$ cat config.mk
export PLATFORM = sky130hd
export DESIGN_NAME = rs_square_flat
export DESIGN_NICKNAME = d
export VERILOG_FILES = /design/src/rtl/rs_pkg.sv /design/src/rtl/rs_square_if.sv /design/src/rtl/rs_square_du.sv /design/src/rtl/rs_square.sv /design/src/flat_wrapper.sv
export SDC_FILE = /design/constraint.sdc
export NUM_CORES = 1
export LEC_CHECK = 0
export CORE_MARGIN = 1.5
export CORE_UTILIZATION = 50
export CTS_BUF_LIST = sky130_fd_sc_hd__clkbuf_16
export DETAILED_ROUTE_END_ITERATION = 12
export GPL_TIMING_DRIVEN = 0
export PLACE_DENSITY = 0.74
export SETUP_SLACK_MARGIN = 0.3
export SKIP_CTS_REPAIR_TIMING = 1
export SLEW_MARGIN = 40
export SYNTH_ARGS = -nofsm -noshare
export SYNTH_HDL_FRONTEND = slang
export SYNTH_SLANG_ARGS = --single-unit
$ cat constraint.sdc
create_clock -name clock -period 10.1 [get_ports clock]
set_input_delay 2.02 -clock clock [delete_from_list [all_inputs] [get_ports clock]]
set_output_delay 2.02 -clock clock [all_outputs]
set_load 0.01 [all_outputs]
$ cat src/rtl/rs_pkg.sv
// Shared definitions for the rs_square shift-add squarer: default operand
// width, controller state encoding and iteration-counter sizing.
package rs_pkg;

  // Default root operand width in bits (legal range 2..16).
  localparam int RS_N_DEFAULT = 10;

  // Controller states; the encoding is fixed so busy/done decode stays trivial.
  typedef enum logic [1:0] {
    IDLE = 2'd0,
    CALC = 2'd1,
    DONE = 2'd2
  } rs_state_t;

  // Iteration counter width: clog2(N) bits, enough to index every multiplier bit.
  function automatic int rs_cnt_w(input int n);
    return (n < 2) ? 1 : $clog2(n);
  endfunction

  localparam int RS_CNT_W_DEFAULT = rs_cnt_w(RS_N_DEFAULT);

endpackage

$ cat src/rtl/rs_square_if.sv
// Request/result bundle of the squarer. The requester drives start/data_in,
// the squarer returns busy, done and the 2N-bit result.
interface rs_square_if #(
  parameter int N = 10
);

  logic           start;
  logic [N-1:0]   data_in;
  logic           busy;
  logic           done;
  logic [2*N-1:0] data_out;

  modport master (
    output start,
    output data_in,
    input  busy,
    input  done,
    input  data_out
  );

  modport slave (
    input  start,
    input  data_in,
    output busy,
    output done,
    output data_out
  );

endinterface

$ cat src/rtl/rs_square_du.sv
// Datapath of the squarer: operand registers X and Y, the 2N-bit
// accumulator and the result register. Sequenced entirely by the
// load / step / ldo strobes from the controller.
module rs_square_du
  import rs_pkg::*;
#(
  parameter  int N  = RS_N_DEFAULT,
  localparam int CW = rs_cnt_w(N)
) (
  input  logic           clock,
  input  logic           reset,
  input  logic           load,
  input  logic           step,
  input  logic           ldo,
  input  logic [CW-1:0]  idx,
  input  logic [N-1:0]   data_in,
  output logic [2*N-1:0] data_out
);

  logic [N-1:0]   x_r;
  logic [N-1:0]   y_r;
  logic [2*N-1:0] acc_r;
  logic [2*N-1:0] addend_s;
  logic [2*N-1:0] acc_next_s;

  // Partial product for the current multiplier bit; the sum of all partial
  // products is X*Y < 2^(2N), so the 2N-bit add never carries out.
  always_comb begin
    addend_s   = {(2*N){1'b0}};
    acc_next_s = acc_r;
    if (y_r[idx]) begin
      addend_s = {{N{1'b0}}, x_r} << idx;
    end else begin
      addend_s = {(2*N){1'b0}};
    end
    acc_next_s = acc_r + addend_s;
  end

  // Operand capture, shift-add accumulation and final result load.
  always_ff @(posedge clock) begin
    if (reset) begin
      x_r      <= {N{1'b0}};
      y_r      <= {N{1'b0}};
      acc_r    <= {(2*N){1'b0}};
      data_out <= {(2*N){1'b0}};
    end else begin
      if (load) begin
        x_r   <= data_in;
        y_r   <= data_in;
        acc_r <= {(2*N){1'b0}};
      end else if (step) begin
        acc_r <= acc_next_s;
      end else begin
        acc_r <= acc_r;
      end
      // The last step's contribution is folded in here, so data_out gets
      // the complete square on the same edge as the final accumulation.
      if (ldo) begin
        data_out <= acc_next_s;
      end else begin
        data_out <= data_out;
      end
    end
  end

endmodule

$ cat src/rtl/rs_square.sv
// Sequential squarer: data_out = data_in * data_in via N shift-add steps.
// Holds the IDLE/CALC/DONE controller and iteration counter, and drives the
// rs_square_du datapath with load/step/ldo strobes.
module rs_square
  import rs_pkg::*;
#(
  parameter int N = RS_N_DEFAULT
) (
  input  logic       clock,
  input  logic       reset,
  rs_square_if.slave bus
);

  localparam int            CW   = rs_cnt_w(N);
  localparam logic [CW-1:0] LAST = CW'(N - 1);

  rs_state_t     state_r;
  rs_state_t     state_s;
  logic [CW-1:0] cnt_r;
  logic          load_s;
  logic          step_s;
  logic          ldo_s;

  // Controller state register.
  always_ff @(posedge clock) begin
    if (reset) begin
      state_r <= IDLE;
    end else begin
      state_r <= state_s;
    end
  end

  // Iteration counter: cleared on accept, advanced once per shift-add step.
  always_ff @(posedge clock) begin
    if (reset) begin
      cnt_r <= {CW{1'b0}};
    end else if (load_s) begin
      cnt_r <= {CW{1'b0}};
    end else if (step_s) begin
      cnt_r <= cnt_r + {{(CW-1){1'b0}}, 1'b1};
    end else begin
      cnt_r <= cnt_r;
    end
  end

  // Next-state and strobe decode; start is only looked at in IDLE.
  always_comb begin
    state_s = state_r;
    load_s  = 1'b0;
    step_s  = 1'b0;
    ldo_s   = 1'b0;
    case (state_r)
      IDLE: begin
        if (bus.start) begin
          load_s  = 1'b1;
          state_s = CALC;
        end else begin
          state_s = IDLE;
        end
      end
      CALC: begin
        step_s = 1'b1;
        if (cnt_r == LAST) begin
          ldo_s   = 1'b1;
          state_s = DONE;
        end else begin
          state_s = CALC;
        end
      end
      DONE: begin
        state_s = IDLE;
      end
      default: begin
        state_s = IDLE;
      end
    endcase
  end

  // Status flags come straight from the registered state.
  assign bus.busy = (state_r == CALC);
  assign bus.done = (state_r == DONE);

  rs_square_du #(
    .N (N)
  ) u_du (
    .clock    (clock),
    .reset    (reset),
    .load     (load_s),
    .step     (step_s),
    .ldo      (ldo_s),
    .idx      (cnt_r),
    .data_in  (bus.data_in),
    .data_out (bus.data_out)
  );

endmodule

$ cat src/flat_wrapper.sv
// flat-port wrapper written by rule: the top's interface ports become plain ports
module rs_square_flat import rs_pkg::*;
#(
  parameter int N = RS_N_DEFAULT
)
  (clock, reset, bus_start, bus_data_in, bus_busy, bus_done, bus_data_out);
  rs_square_if #(.N(N)) bus_i ();
  input  logic clock;
  input  logic reset;
  input wire logic [$bits(bus_i.start)-1:0] bus_start;
  input wire logic [$bits(bus_i.data_in)-1:0] bus_data_in;
  output wire logic [$bits(bus_i.busy)-1:0] bus_busy;
  output wire logic [$bits(bus_i.done)-1:0] bus_done;
  output wire logic [$bits(bus_i.data_out)-1:0] bus_data_out;
  assign bus_i.start = bus_start;
  assign bus_i.data_in = bus_data_in;
  assign bus_busy = bus_i.busy;
  assign bus_done = bus_i.done;
  assign bus_data_out = bus_i.data_out;
  rs_square #(.N(N)) u_core (.clock(clock), .reset(reset), .bus(bus_i));
endmodule
* Word-level counts from Yosys, hierarchy flattened *
Cells that the tools add are included.

word-level totals
  register bits after elaboration = 56
  output and inout port bits = 22

operators by class
  add/sub/neg operators = 2
  order comparisons = 1
  equal/unequal tests = 3
  shift operators = 1
  mux-type cells = 11
  reduce and logical (&&, ||, !) cells = 2

operator list
  operator               count
  $add A20 B20 Y20       1
  $mux W20               1
  $shl A10 B4 Y20        1
  $mux W1                7
  $lt A4 B5 Y1 const B   1
  $add A4 B1 Y4 const B  1
  $bmux W1 S4            1
  $eq A4 B4 Y1 const B   1
  $pmux W2 S2            1
  $eq A2 B1 Y1 const B   1
  $eq A2 B2 Y1 const B   1
  $logic_not A2 Y1       1
  $mux W2                1
  $reduce_or A2 Y1       1

* Longest topological paths before layout *
  depth in word-level cells = 4
  depth in mapped cells = 16

* Cells and area by module *
A second synthesis with hierarchy kept.

unflattened totals
  cell total of the unflattened synthesis = 460
  area, all modules = 3,847.4 um2

by module, submodules not included
  module        times used  cells each  area each (um2)  sequential area each (um2)
  rs_square_du  1           430         3,552.2          1,001.0
  rs_square     1           30          295.3            120.1

* Least setup slack after synthesis *
No wires, ideal clock.

  kind = reg-to-reg
  start = register u_core.cnt_r[0]
  end = register u_core.u_du.acc_r[15]
  setup time = 117 ps
  arrival time = 3,172 ps
  slack = 6,810 ps
  cell stages (with the launch flop) = 16
  buffers on the path = 2
  period minus slack after synthesis = 3,290 ps
  path through = dfxtp_1 -> buf_6 -> mux4_2 -> mux2_2 -> nand2_2 -> and2_1 -> buf_4 -> nor2_1 -> ha_1 -> and4_1 -> o21ai_0 -> inv_1 -> or3_4 -> a21oi_2 -> mux2i_1 -> nand2_1

on the way
  cells in the longest elaborated chain, start to end = 4
  elaborated cells on any way between the ends = 5
  classes of those cells = add/sub (1); shift (1); mux (3)

ends and longest elaborated chain
  item                           RTL line            RTL
  start: declaration             rs_square.sv:19     logic [CW-1:0] cnt_r;
  start signal: assignment       rs_square.sv:36     cnt_r <= {CW{1'b0}};
  start signal: assignment       rs_square.sv:38     cnt_r <= {CW{1'b0}};
  start signal: assignment       rs_square.sv:40     cnt_r <= cnt_r + {{(CW-1){1'b0}}, 1'b1};
  $bmux W1 S4                    rs_square_du.sv:31  if (y_r[idx]) begin
  $mux W1 (not written as such)  rs_square_du.sv:31
  $mux W20 *                     rs_square_du.sv:31
  $add A20 B20 Y20 *             rs_square_du.sv:36  acc_next_s = acc_r + addend_s;
  end signal: assignment         rs_square_du.sv:44  acc_r <= {(2*N){1'b0}};
  end signal: assignment         rs_square_du.sv:50  acc_r <= {(2*N){1'b0}};
  end signal: assignment         rs_square_du.sv:52  acc_r <= acc_next_s;
  end: declaration               rs_square_du.sv:22  logic [2*N-1:0] acc_r;

Every way passes the cells marked *; elsewhere a longest branch is shown, timed or not. The select of a mux whose other input is x is not followed.
A chain may end at the register's enable or synchronous reset.

* Worst setup path after layout *
  start = register u_core.state_r[1]
  end = output port bus_busy

on the way
  cells in the longest elaborated chain, start to end = 1

ends and longest elaborated chain
  item                      RTL line            RTL
  start: declaration        rs_square.sv:17     rs_state_t state_r;
  start signal: assignment  rs_square.sv:29     state_r <= state_s;
  $eq A2 B1 Y1              rs_square.sv:80     assign bus.busy = (state_r == CALC);
  end: declaration          flat_wrapper.sv:12  output wire logic [$bits(bus_i.busy)-1:0] bus_busy;

No other way between the ends.

==> out/results.ini <==
[status]
status=completed

[clocking]
cts.sinks=56
cts_tree=done
cts_root_buffer=clkbuf_16
cts_buffers=5
path_clk_slew_ns=0.07
htree_levels=2
cts_buffer_depth=2
clkLatencyLatePin_ns=0.29

[setup_path]
crit_path_cell_trace=nand2b_1 > buf_2 > clkinv_1 > clkbuf_1 > clkdlybuf4s50_1
slowest_delay_ns=0.66
worst_ep_required_time_ns=8.08
crit_path_max_fanout=10
slowest_stage=clkdlybuf4s50_1
rr_worst_depth=15
cp-end-kind=primary output
worstSetupStartpointType=flop
cp.arrival_ns=2.32
critPathTopFamily=buffers and inverters
setup.worst_path.class=reg2out
crit_cells=5
timing.critical_path.buf_inv=4

[sta]
finalWorstSetupSlack_ns=5.76
fin_crit_ns=4.34
rsz0062_at_grt=false
slew_headroom_pct=47.2
min_period_over_period_pct=43.0
max_freq_mhz=230
final-setup-viol-count=0
slew_violations=0
fin_skew_ns=0.00401
finalHoldViolCount=0
tightest_slew_ns=0.789
setup_tns_ns=0

[cells_and_area]
fin_area_um2=4300
nFillCells=685
area_growth_pct=17.1
nets=554
regArea_um2=1120
diodes=0
fin_cells=619
drive_above_1_share_pct=7.69
multi_input_area_um2=2400

[pwr]
power_density_nw_per_um2=112
leakage_nw=1.67
ir_worst_vdd_mv=0.0734
power_uw=483

[global_routing]
grt_max_degree=17
overflow=0
grt_use_total_pct=26.9
grt_pass1_vias=3221
grt_pass1_wl_um=16000
grt_antenna_before_repair=0

[synthesis]
synth-edff-count=0
ys_seq_elements=56
synth_area_per_cell_um2=7.68
synth_top_area_cell=dfxtp_1
yosysSeqAreaShare_pct=30.5
synth_area_leaders=dfxtp_1, nand2_1, a21oi_1
synthArstFlopShare_pct=0
synth_most_common_cell=nand2_1
synth_top_area_share_pct=30.5
syn-instance-count=478
synthFlopType=dfxtp_1
synth_cell_types=55
yosysWarnings=0
synthTopCellsByCount=nand2_1, a21oi_1, dfxtp_1, nor2_1, ha_1
syn_nets=513
netlist_area_um2=3670

[detailed_routing]
drtAntennaViolNets=0
num_vias=3537
dr.pass1.iters=4
drt_iter0_drc=205
drc=0
drt-vias-per-instance=5.71
wl_per_cell_um=16.6
drt-total-wl_um=10300

[hold_path]
min_path_type=reg2reg
whs_path_depth=2

[flow_run]
cap_violations=0

[placement]
pre_cts_ws_ns=6.10
dp.final_hpwl_um=7810
dp_cells=611
dpl-instance-area_um2=4140
portBuffers=34
place_congestion=0.977

[die]
io-pin-count=35
start_util_pct=51.2
core_area_um2=7180
die_w_um=88.7
die_y_um=88.7
die_area_um2=7870
num_rows=31

-- cells in the final DEF, fill, tap and decap left out, types with 3 or more instances in the layout --
cell type / n
and4_1: 3
nand2b_1: 5
nor3_1: 4
a211oi_1: 9
mux4_2: 4
a22oi_1: 4
o21ai_0: 20
nor2b_1: 10
ha_1: 21
clkbuf_1: 16
mux2i_1: 11
nand3b_1: 3
dfxtp_1: 56
xnor2_1: 10
and2_1: 5
nand4b_1: 3
nand2_1: 93
o21ai_1: 3
and3_1: 3
a21o_1: 8
o31ai_1: 4
nand3_1: 15
clkdlybuf4s50_1: 34
mux2_2: 7
nor2_1: 45
clkbuf_16: 5
a211o_1: 3
buf_2: 9
a21oi_2: 4
xor2_1: 6
inv_1: 7
a21oi_1: 56
-- registers in the layout, summed over array words and instances, names as in the netlist --
register / count
u_core.u_du.y_r: 10
u_core.state_r: 2
u_core.u_du.acc_r: 20
u_core.u_du.data_out: 20
u_core.cnt_r: 4
-- metrics by stage --
step	util (%)	hold WS, ns
after floorplan	-	0.436
after global placement	57.6	0.442
after detailed placement	57.6	0.447
after CTS	59.9	0.457
after global routing	59.9	0.472
final	59.9	0.455
-- cell type report --
class                           instances  area share (%)
Multi-Input combinational cell        387            55.7
Sequential cell                        56            26.1
Timing Repair Buffer                   34            7.91
Buffer                                 28            2.97
Clock buffer                            5            2.91
Tap cell                               99            2.88
Clock inverter                          3           0.902
Inverter                                7           0.611
-- layer usage --
metal	global-route usage [%]	part of all wire, %
met1	34.2	46
met2	45.3	47
met3	3.82	3.4
met4	11.6	3.6
met5	0	0
-- worst reg2reg max path, delay by kind of cell, from the launching register on --
family                   cells  cell delay (ns)
flip-flops                   1             0.37
AND/OR/NAND/NOR              4             0.58
AO/OA/AOI/OAI                5             1.03
buffers and inverters        3             0.46
multiplexers                 2             0.83
adder cells (fa/ha/maj)      1             0.37
-- where the power goes --
group | internal, mW | switching [mW] | leakage (nW)
sequential | 0.225 | 0.00378 | 0.453
clock | 0.116 | 0.0794 | 0.0850
combinational | 0.0226 | 0.0370 | 1.13
-- worst paths after layout --
kind,start,endpoint,slack [ns]
worst max register to register,u_core.cnt_r[0],u_core.u_du.data_out[19],6.34
worst max-delay path,u_core.state_r[1],bus_busy,5.76
worst min register to register,u_core.u_du.data_out[3],u_core.u_du.data_out[3],0.46
worst min-delay path,u_core.u_du.data_out[3],u_core.u_du.data_out[3],0.46
-- logic make-up after synthesis --
family | count (synthesis) | share of synthesized area, %
compound gates | 125 | 21.0
xor+xnor | 16 | 3.82
fa+ha+maj | 22 | 7.70
buf+inv | 35 | 4.19
flops | 56 | 30.5
mux | 22 | 7.60
simple gates | 202 | 25.2
(Power assumes the default switching activity.)
